`src/rtl/uart_rx_mv.sv`:
```
// rtl/uart_rx_mv.sv - oversampling UART receiver with 7-sample majority vote
//
// Purpose: receives asynchronous serial frames (start, DATA_BITS data LSB-first,
// optional parity, one stop bit). Each bit is oversampled OVS times; its value is
// the majority of the 7 samples around mid-bit.
//
// Optional feature macro: UART_RX_PARITY_EN (adds one parity bit after the data
// bits, checked even or odd according to PARITY_ODD). Default build has no parity.
//
// Ports:
//   Clk         in   system clock, rising edge
//   Reset_n     in   asynchronous active-low reset
//   Baud_set    in   [2:0] baud select, 0=9600 1=19200 2=38400 3=57600 4=115200, else 9600
//   usart_rx    in   asynchronous serial line, idle high
//   Data        out  [DATA_BITS-1:0] last good received word
//   Rx_Done     out  one-cycle pulse when Data has been updated
//   Frame_err   out  one-cycle pulse when the stop bit votes 0
//   Parity_err  out  one-cycle pulse on parity mismatch (constant 0 without parity)

module uart_rx_mv #(
  parameter int CLK_FREQ   = 50000000,
  parameter int DATA_BITS  = 8,
  parameter int OVS        = 16,
  parameter int PARITY_ODD = 0
) (
  input  logic                 Clk,
  input  logic                 Reset_n,
  input  logic [2:0]           Baud_set,
  input  logic                 usart_rx,
  output logic [DATA_BITS-1:0] Data,
  output logic                 Rx_Done,
  output logic                 Frame_err,
  output logic                 Parity_err
);

  // Elaboration-time guard on the legal parameter space.
  if (DATA_BITS < 5 || DATA_BITS > 9 || OVS < 8 || OVS > 32 || (OVS % 2) != 0 ||
      PARITY_ODD < 0 || PARITY_ODD > 1) begin : g_bad_param
    $error("uart_rx_mv: illegal parameter value");
  end

  localparam int TC_9600 = CLK_FREQ / (9600 * OVS) - 1;
  // The 9600 count is the largest, so it sizes the divider.
  localparam int DIV_W   = (TC_9600 < 2) ? 1 : $clog2(TC_9600 + 1);
  localparam int TICK_W  = $clog2(OVS);
  localparam int BIT_W   = $clog2(DATA_BITS);

  localparam logic [DIV_W-1:0] TC_9600_T   = DIV_W'(TC_9600);
  localparam logic [DIV_W-1:0] TC_19200_T  = DIV_W'(CLK_FREQ / (19200 * OVS) - 1);
  localparam logic [DIV_W-1:0] TC_38400_T  = DIV_W'(CLK_FREQ / (38400 * OVS) - 1);
  localparam logic [DIV_W-1:0] TC_57600_T  = DIV_W'(CLK_FREQ / (57600 * OVS) - 1);
  localparam logic [DIV_W-1:0] TC_115200_T = DIV_W'(CLK_FREQ / (115200 * OVS) - 1);

  localparam logic [TICK_W-1:0] SMP_LO   = TICK_W'(OVS / 2 - 3);
  localparam logic [TICK_W-1:0] SMP_HI   = TICK_W'(OVS / 2 + 3);
  localparam logic [TICK_W-1:0] TICK_MAX = TICK_W'(OVS - 1);
  localparam logic [BIT_W-1:0]  BIT_LAST = BIT_W'(DATA_BITS - 1);

`ifdef UART_RX_PARITY_EN
  localparam logic ODD = (PARITY_ODD != 0);
  typedef enum logic [2:0] {IDLE, START, DATA, PARITY, STOP} state_t;
`else
  typedef enum logic [2:0] {IDLE, START, DATA, STOP} state_t;
`endif

  state_t               state;
  logic [1:0]           sync_ff;
  logic [1:0]           sync_vld;
  logic                 rx_prev;
  logic [DIV_W-1:0]     div_cnt;
  logic [DIV_W-1:0]     tc_q;
  logic [DIV_W-1:0]     baud_tc;
  logic [TICK_W-1:0]    tick_cnt;
  logic [2:0]           ones_cnt;
  logic [BIT_W-1:0]     bit_cnt;
  logic [DATA_BITS-1:0] shreg;
  logic                 start_bad;

  logic       rx_s;
  logic       fall;
  logic       tick;
  logic       in_win;
  logic       last_smp;
  logic       bit_end;
  logic [2:0] ones_next;
  logic       vote;

`ifdef UART_RX_PARITY_EN
  logic par_bit;
  logic par_bad;
  assign par_bad = (^shreg) ^ par_bit ^ ODD;
`else
  assign Parity_err = 1'b0;
`endif

  always_comb begin
    case (Baud_set)
      3'd1:    baud_tc = TC_19200_T;
      3'd2:    baud_tc = TC_38400_T;
      3'd3:    baud_tc = TC_57600_T;
      3'd4:    baud_tc = TC_115200_T;
      default: baud_tc = TC_9600_T;
    endcase
  end

  // sync_vld tracks when the synchroniser holds real line data rather than its
  // reset value; rx_prev only follows valid data so that a line held low through
  // reset release cannot look like a fresh start edge.
  always_ff @(posedge Clk or negedge Reset_n) begin
    if (!Reset_n) begin
      sync_ff  <= 2'b11;
      sync_vld <= 2'b00;
      rx_prev  <= 1'b0;
    end else begin
      sync_ff  <= {sync_ff[0], usart_rx};
      sync_vld <= {sync_vld[0], 1'b1};
      rx_prev  <= sync_vld[1] ? sync_ff[1] : 1'b0;
    end
  end

  assign rx_s      = sync_ff[1];
  assign fall      = sync_vld[1] & rx_prev & ~rx_s;
  assign tick      = (div_cnt == tc_q);
  assign in_win    = (tick_cnt >= SMP_LO) && (tick_cnt <= SMP_HI);
  assign last_smp  = (tick_cnt == SMP_HI);
  assign bit_end   = (tick_cnt == TICK_MAX);
  assign ones_next = ones_cnt + {2'b00, rx_s};
  // On the last sample tick, ones_next already includes that sample.
  assign vote      = (ones_next >= 3'd4);

  always_ff @(posedge Clk or negedge Reset_n) begin
    if (!Reset_n) begin
      state     <= IDLE;
      div_cnt   <= '0;
      tc_q      <= '0;
      tick_cnt  <= '0;
      ones_cnt  <= '0;
      bit_cnt   <= '0;
      shreg     <= '0;
      start_bad <= 1'b0;
      Data      <= '0;
      Rx_Done   <= 1'b0;
      Frame_err <= 1'b0;
`ifdef UART_RX_PARITY_EN
      par_bit    <= 1'b0;
      Parity_err <= 1'b0;
`endif
    end else begin
      Rx_Done   <= 1'b0;
      Frame_err <= 1'b0;
`ifdef UART_RX_PARITY_EN
      Parity_err <= 1'b0;
`endif
      if (state == IDLE) begin
        if (fall) begin
          state    <= START;
          div_cnt  <= '0;
          tick_cnt <= '0;
          ones_cnt <= '0;
          bit_cnt  <= '0;
          tc_q     <= baud_tc;
        end
      end else if (!tick) begin
        div_cnt <= div_cnt + 1'b1;
      end else begin
        div_cnt  <= '0;
        tick_cnt <= bit_end ? '0 : tick_cnt + 1'b1;
        if (in_win) ones_cnt <= last_smp ? 3'd0 : ones_next;

        if (last_smp) begin
          case (state)
            START:  start_bad <= vote;
            DATA:   shreg     <= {vote, shreg[DATA_BITS-1:1]};
`ifdef UART_RX_PARITY_EN
            PARITY: par_bit   <= vote;
`endif
            STOP: begin
              // Finish mid stop-bit so a following start edge is not missed.
              state     <= IDLE;
              Frame_err <= ~vote;
`ifdef UART_RX_PARITY_EN
              Parity_err <= par_bad;
              if (vote && !par_bad) begin
`else
              if (vote) begin
`endif
                Data    <= shreg;
                Rx_Done <= 1'b1;
              end
            end
            default: ;
          endcase
        end

        if (bit_end) begin
          case (state)
            START: state <= start_bad ? IDLE : DATA;
            DATA: begin
              if (bit_cnt == BIT_LAST) begin
                bit_cnt <= '0;
`ifdef UART_RX_PARITY_EN
                state   <= PARITY;
`else
                state   <= STOP;
`endif
              end else begin
                bit_cnt <= bit_cnt + 1'b1;
              end
            end
`ifdef UART_RX_PARITY_EN
            PARITY: state <= STOP;
`endif
            default: ;
          endcase
        end
      end
    end
  end

endmodule

```
`config.mk`:
```
export PLATFORM = sky130hd
export DESIGN_NAME = uart_rx_mv
export DESIGN_NICKNAME = d
export VERILOG_FILES = /design/src/rtl/uart_rx_mv.sv
export SDC_FILE = /design/constraint.sdc
export NUM_CORES = 1
export LEC_CHECK = 0
export ABC_AREA = 1
export CAP_MARGIN = 20
export CORE_ASPECT_RATIO = 1.1
export CORE_UTILIZATION = 63
export CTS_CLUSTER_SIZE = 8
export DETAILED_ROUTE_END_ITERATION = 8
export PLACE_DENSITY = 0.84
export SLEW_MARGIN = 10
export SYNTH_ARGS = -nofsm -noshare
export SYNTH_HDL_FRONTEND = slang
export SYNTH_SLANG_ARGS = --single-unit
```
`constraint.sdc`:
```
create_clock -name Clk -period 5.1 [get_ports Clk]
set_input_delay 0.51 -clock Clk [delete_from_list [all_inputs] [get_ports Clk]]
set_output_delay 0.51 -clock Clk [all_outputs]
set_load 0.02 [all_outputs]
```
# Yosys cells after proc, flatten, opt, wreduce, memory -nomap -nowiden

Index checks and enable logic that the tools add are counted.

Add/subtract/negate cells: 4
Magnitude comparators: 3
Equality and inequality tests: 12
Muxes and demuxes: 37
Bitwise gates (word level): 5
Reduce and logical (&&, ||, !) cells: 13

Operators by type and width:

| cell                                                                   | number |
|---|---|
| 3-bit two-way mux                                                      | 17 |
| 9-bit one-hot mux with 4 select lines                                  | 1 |
| 9-bit two-way mux                                                      | 3 |
| 4-bit two-way mux                                                      | 4 |
| 3-bit by 2-bit equality test with 1-bit output (second input constant) | 4 |
| 4-bit AND reduction                                                    | 3 |
| 1-bit two-way mux                                                      | 10 |
| 9-bit by 1-bit adder with 9-bit output (second input constant)         | 1 |
| 9-bit equality test                                                    | 1 |
| 4-bit equality test (second input constant)                            | 2 |
| 2-bit nonzero test                                                     | 4 |
| 3-bit by 1-bit equality test with 1-bit output (second input constant) | 2 |
| 3-bit equality test (second input constant)                            | 2 |
| 3-bit one-hot mux with 2 select lines                                  | 1 |
| 5-bit AND reduction                                                    | 1 |
| 4-bit by 1-bit adder with 4-bit output (second input constant)         | 1 |
| 4-bit by 3-bit >= comparator with 1-bit output (second input constant) | 1 |
| 4-bit <= comparator (second input constant)                            | 1 |
| 2-bit AND reduction                                                    | 2 |
| 3-bit by 1-bit adder with 3-bit output                                 | 1 |
| 3-bit by 1-bit adder with 3-bit output (second input constant)         | 1 |
| 3-bit >= comparator (second input constant)                            | 1 |
| 3-bit zero test                                                        | 1 |
| 1-bit NOT                                                              | 3 |
| other kinds (5)                                                        | 6 |

Flip-flop bits (word level): 55
Input port bits: 6
Output and inout bits: 11
Logic and storage cells: 88

# Logic depth before layout (Yosys ltp)

Depth after elaboration: 8
Gate-level depth with buffers: 11

# Worst setup path before layout

OpenSTA, ideal clock, no wires.

Path kind: reg2reg
Start: register sync_ff[1]
End: register shreg[7]
Arrival time: 1.515 ns
Data required time: 5.035 ns
Path slack: 3.520 ns
Stages on the path, launching flop included: 7
Period minus slack after synthesis: 1.580 ns
Cells stage by stage: dfstp_2 -> ha_1 -> ha_1 -> xor2_1 -> clkbuf_1 -> nand3_1 -> nand2_1

Longest elaborated chain between the ends: 2

RTL lines:

| item                                   | RTL line | source |
|---|---|---|
| start, declared                        | 67       | `logic [1:0] sync_ff;` |
| start signal, assigned                 | 115      | `sync_ff <= {sync_ff[0], usart_rx};` |
| 3-bit by 1-bit adder with 3-bit output | 127      | `assign ones_next = ones_cnt + {2'b00, rx_s};` |
| 3-bit >= comparator                    | 129      | `assign vote = (ones_next >= 3'd4);` |
| end signal, assigned                   | 173      | `DATA: shreg <= {vote, shreg[DATA_BITS-1:1]};` |
| end, declared                          | 76       | `logic [DATA_BITS-1:0] shreg;` |

Every way passes these cells.
A chain may end at the register's enable or synchronous reset.

# Worst setup path after layout

Start: register sync_ff[1]
End: register Data[3]

Longest elaborated chain between the ends: 3

RTL lines:

| item                                   | RTL line | source |
|---|---|---|
| 3-bit by 1-bit adder with 3-bit output | 127      |  |
| 3-bit >= comparator                    | 129      |  |
| 5-bit AND reduction (no line)          | n/a      |  |
| end signal, assigned                   | 187      | `Data <= shreg;` |
| end, declared                          | 30       | `output logic [DATA_BITS-1:0] Data,` |

Every way passes these cells.

==> results.toml <==
[status]
status = "completed"

[routing]
via_per_inst = 5.32
drc = 0
wl_um = 5060
num_vias = 2139
first_pass_iters = 4
ant_nets = 0
wl_per_cell_um = 12.6
drt_iter0_drc = 112

[critical_path]
critPathMaxFanout = 13
reg2reg_to = "Data[3]$_DFFE_PN0P_"
start_kind = "flip-flop"
r2r_cells = 6
slowest_delay_ps = 770
worst_ep_arrival_time_ps = 2490
required_ps = 5310
cp-end-kind = "flip-flop"
cp_num_buf_inv = 0
reg2reg_slack_ps = 2820
crit_type = "reg -> reg"
path_cells = "ha_1 -> ha_1 -> xor2_1 -> nand4_2 -> nand2_1 -> nand2_1"
rr_startpoint = "sync_ff[1]$_DFF_PN1_"
crit_family = "XOR/XNOR gates"
crit_slowest_cell = "xor2_1"

[timing]
rsz0062_at_grt = "false"
tightestPinTransition_ps = 974
finalHoldViolations = 0
tns_ps = 0
setup_viol = 0
max_freq_mhz = 438
finalMaxSlewViolations = 0
post-route-min-period_ps = 2280
fin_ws_ps = 2820
fin_skew_ps = 9.32
whs_ps = 290
period_share_pct = 44.8
slew_headroom_pct = 34.8

[global_route]
track_usage_pct = 25.1
grt_pass1_wl_um = 8820
overflow = 0
grt_max_degree = 54
grt_pass1_vias = 2003
antenna_found_initial = 0

[yosys]
yosys_register_bits = 53
synth_xor_area_share_pct = 3.25
synth_area_leaders = "dfrtp_1, nand2_1, nand3_1, inv_1, ha_1"
synth-async-reset-ratio_pct = 100
synth-main-ff-cell = "dfrtp_1"
synthAdderAreaFrac_pct = 3.72
synth_mux_area_share_pct = 0
ys_warn_count = 0
syn_area_um2 = 2690
netlist_instances = 333
ys_types = 30
synth_most_common_cell = "nand2_1"
synthTopCellsByCount = "nand2_1, dfrtp_1, inv_1"
yosys.area_share.simple_pct = 29.5
yosys.area.top_type = "dfrtp_1"
synth.avg_cell_area_um2 = 8.08
synth_edf_count = 0
yosysSeqAreaShare_pct = 49.4
synth_top_area_share_pct = 47.4
synth_compound_area_share_pct = 5.90
syn-num-nets = 347
synth_top_family_by_area = "simple AND/OR/NAND/NOR gates"

[die]
num_io_pins = 17
dieArea_um2 = 4540
die-width_um = 64.3
initial_core_util_pct = 66.9
row_count = 24
core_um2 = 4020
dieHeight_um = 70.6

[clocking]
cts_tree = "yes"
cts_buffers = 5
cts_num_sinks = 53
htreeDepth = 2
cts_hold_buf = 0
path_clk_slew_ps = 100
clock-root-buffer = "clkbuf_8"
clkLatencyLatePin_ps = 310
cts_resized = 0
postCtsSetupRepairBufs = 0
cts_buffer_depth = 2

[placement]
post-place-ws_ps = 2830
finalWeightedCongestion = 0.843
dpl.hpwl_um = 3590
dpl_cell_area_um2 = 2870
port_buffers = 15
placed_cells = 394

[finish]
drive_gt1_share_pct = 7.71
num-fill-cells = 319
n_antenna_cell = 0
nNetsFinal = 363
layout.cells.non_filler = 402
area_growth_pct = 11.5
stdcell_area_um2 = 3000
fin_util_pct = 74.6

[run]
drv_cap = 0

[pwr]
p_per_area_nw_per_um2 = 400
peakVddDrop_v = 0.000246
finalPower_mw = 1.20
leakagePower_nw = 1.57

[worst_hold_path]
hold_path_class = "in -> async"
## where the power goes
part | internal, mW | total, mW | switching (mW)
Sequential | 0.482 | 0.544 | 0.0626
Combinational | 0.108 | 0.321 | 0.213
Clock | 0.195 | 0.336 | 0.141
## placed cells by master (no fill, tap or decap)
cell type | synthesis | routed
a21oi_1 | 4 | 4
buf_2 | 3 | 1
buf_4 | 1 | 1
bufinv_16 | 0 | 2
clkbuf_8 | 0 | 5
clkdlybuf4s50_1 | 0 | 14
clkinv_1 | 1 | 1
clkinv_2 | 0 | 1
conb_1 | 2 | 2
dfrtp_1 | 51 | 51
dfstp_2 | 2 | 2
ha_1 | 8 | 8
inv_1 | 40 | 40
inv_2 | 5 | 5
nand2_1 | 101 | 101
nand2_2 | 1 | 1
nand2_4 | 1 | 1
nand3_1 | 35 | 35
nand3_4 | 1 | 1
nand3b_1 | 1 | 1
nand4_1 | 4 | 4
nand4_2 | 2 | 2
nor2_1 | 23 | 23
nor2_2 | 3 | 3
nor2_4 | 2 | 2
nor3_1 | 4 | 4
o211ai_1 | 2 | 2
o21ai_0 | 15 | 15
o21ai_1 | 1 | 1
o22ai_1 | 7 | 7
xnor2_1 | 3 | 3
xor2_1 | 7 | 7
## worst register-to-register path, stage by stage, from the launching register on
cell	delay [ps]
dfstp_2	560
ha_1	150
ha_1	150
xor2_1	770
nand4_2	350
nand2_1	140
nand2_1	60
## metal layers
| layer | vias up | global-route usage [%] | share of wire (%) | wire (µm) |
|---|---|---|---|---|
| met5 | - | 0 | 0 | 0 |
| met4 | 0 | 7.41 | 1.2 | 62 |
| met3 | 8 | 4.84 | 4.0 | 200 |
| met2 | 46 | 41.3 | 47 | 2380 |
| met1 | 1001 | 34.1 | 48 | 2410 |
| li1 | 1084 | - | - | - |
## flip-flops by register name (all words and copies together), names as in the netlist, 2 cells and up
register and cells:
sync_ff 2, ones_cnt 3, tick_cnt 4, state 3, sync_vld 2, tc_q 7
div_cnt 9, bit_cnt 3, shreg 8, Data 8
## final cells by class
cell class                 instances  area, µm²  share of cell area (%)
sequential                        53       1330                    44.3
multi-input combinational        227       1150                    38.3
inverter                          46        173                    5.75
timing repair buffer              16        153                    5.09
clock buffer                       5       68.8                    2.29
clock inverter                     3       65.1                    2.17
tap                               52       65.1                    2.17
## worst max-delay path by stage
stage	cells past startpoint	end	startpoint	slack, ps
5_1_grt	6	Data[3]$_DFFE_PN0P_	sync_ff[1]$_DFF_PN1_	2630
6_report	6	Data[3]$_DFFE_PN0P_	sync_ff[1]$_DFF_PN1_	2820
2_1_floorplan	6	shreg[7]$_DFFE_PN0P_	sync_ff[1]$_DFF_PN1_	3520
4_1_cts	6	Data[3]$_DFFE_PN0P_	sync_ff[1]$_DFF_PN1_	2770
3_5_place_dp	6	Data[7]$_DFFE_PN0P_	sync_ff[1]$_DFF_PN1_	2830
3_3_place_gp	6	Data[6]$_DFFE_PN0P_	sync_ff[1]$_DFF_PN1_	2960
## kinds of logic after synthesis
logic type,Yosys count
adders and majority gates,8
DFF,53
other,2
AOI/OAI and AO/OA,29
buffers and inverters,53
xor gates and xnor gates,10
and+or+nand+nor,178
Note: power is estimated with default switching activity, not from simulation.
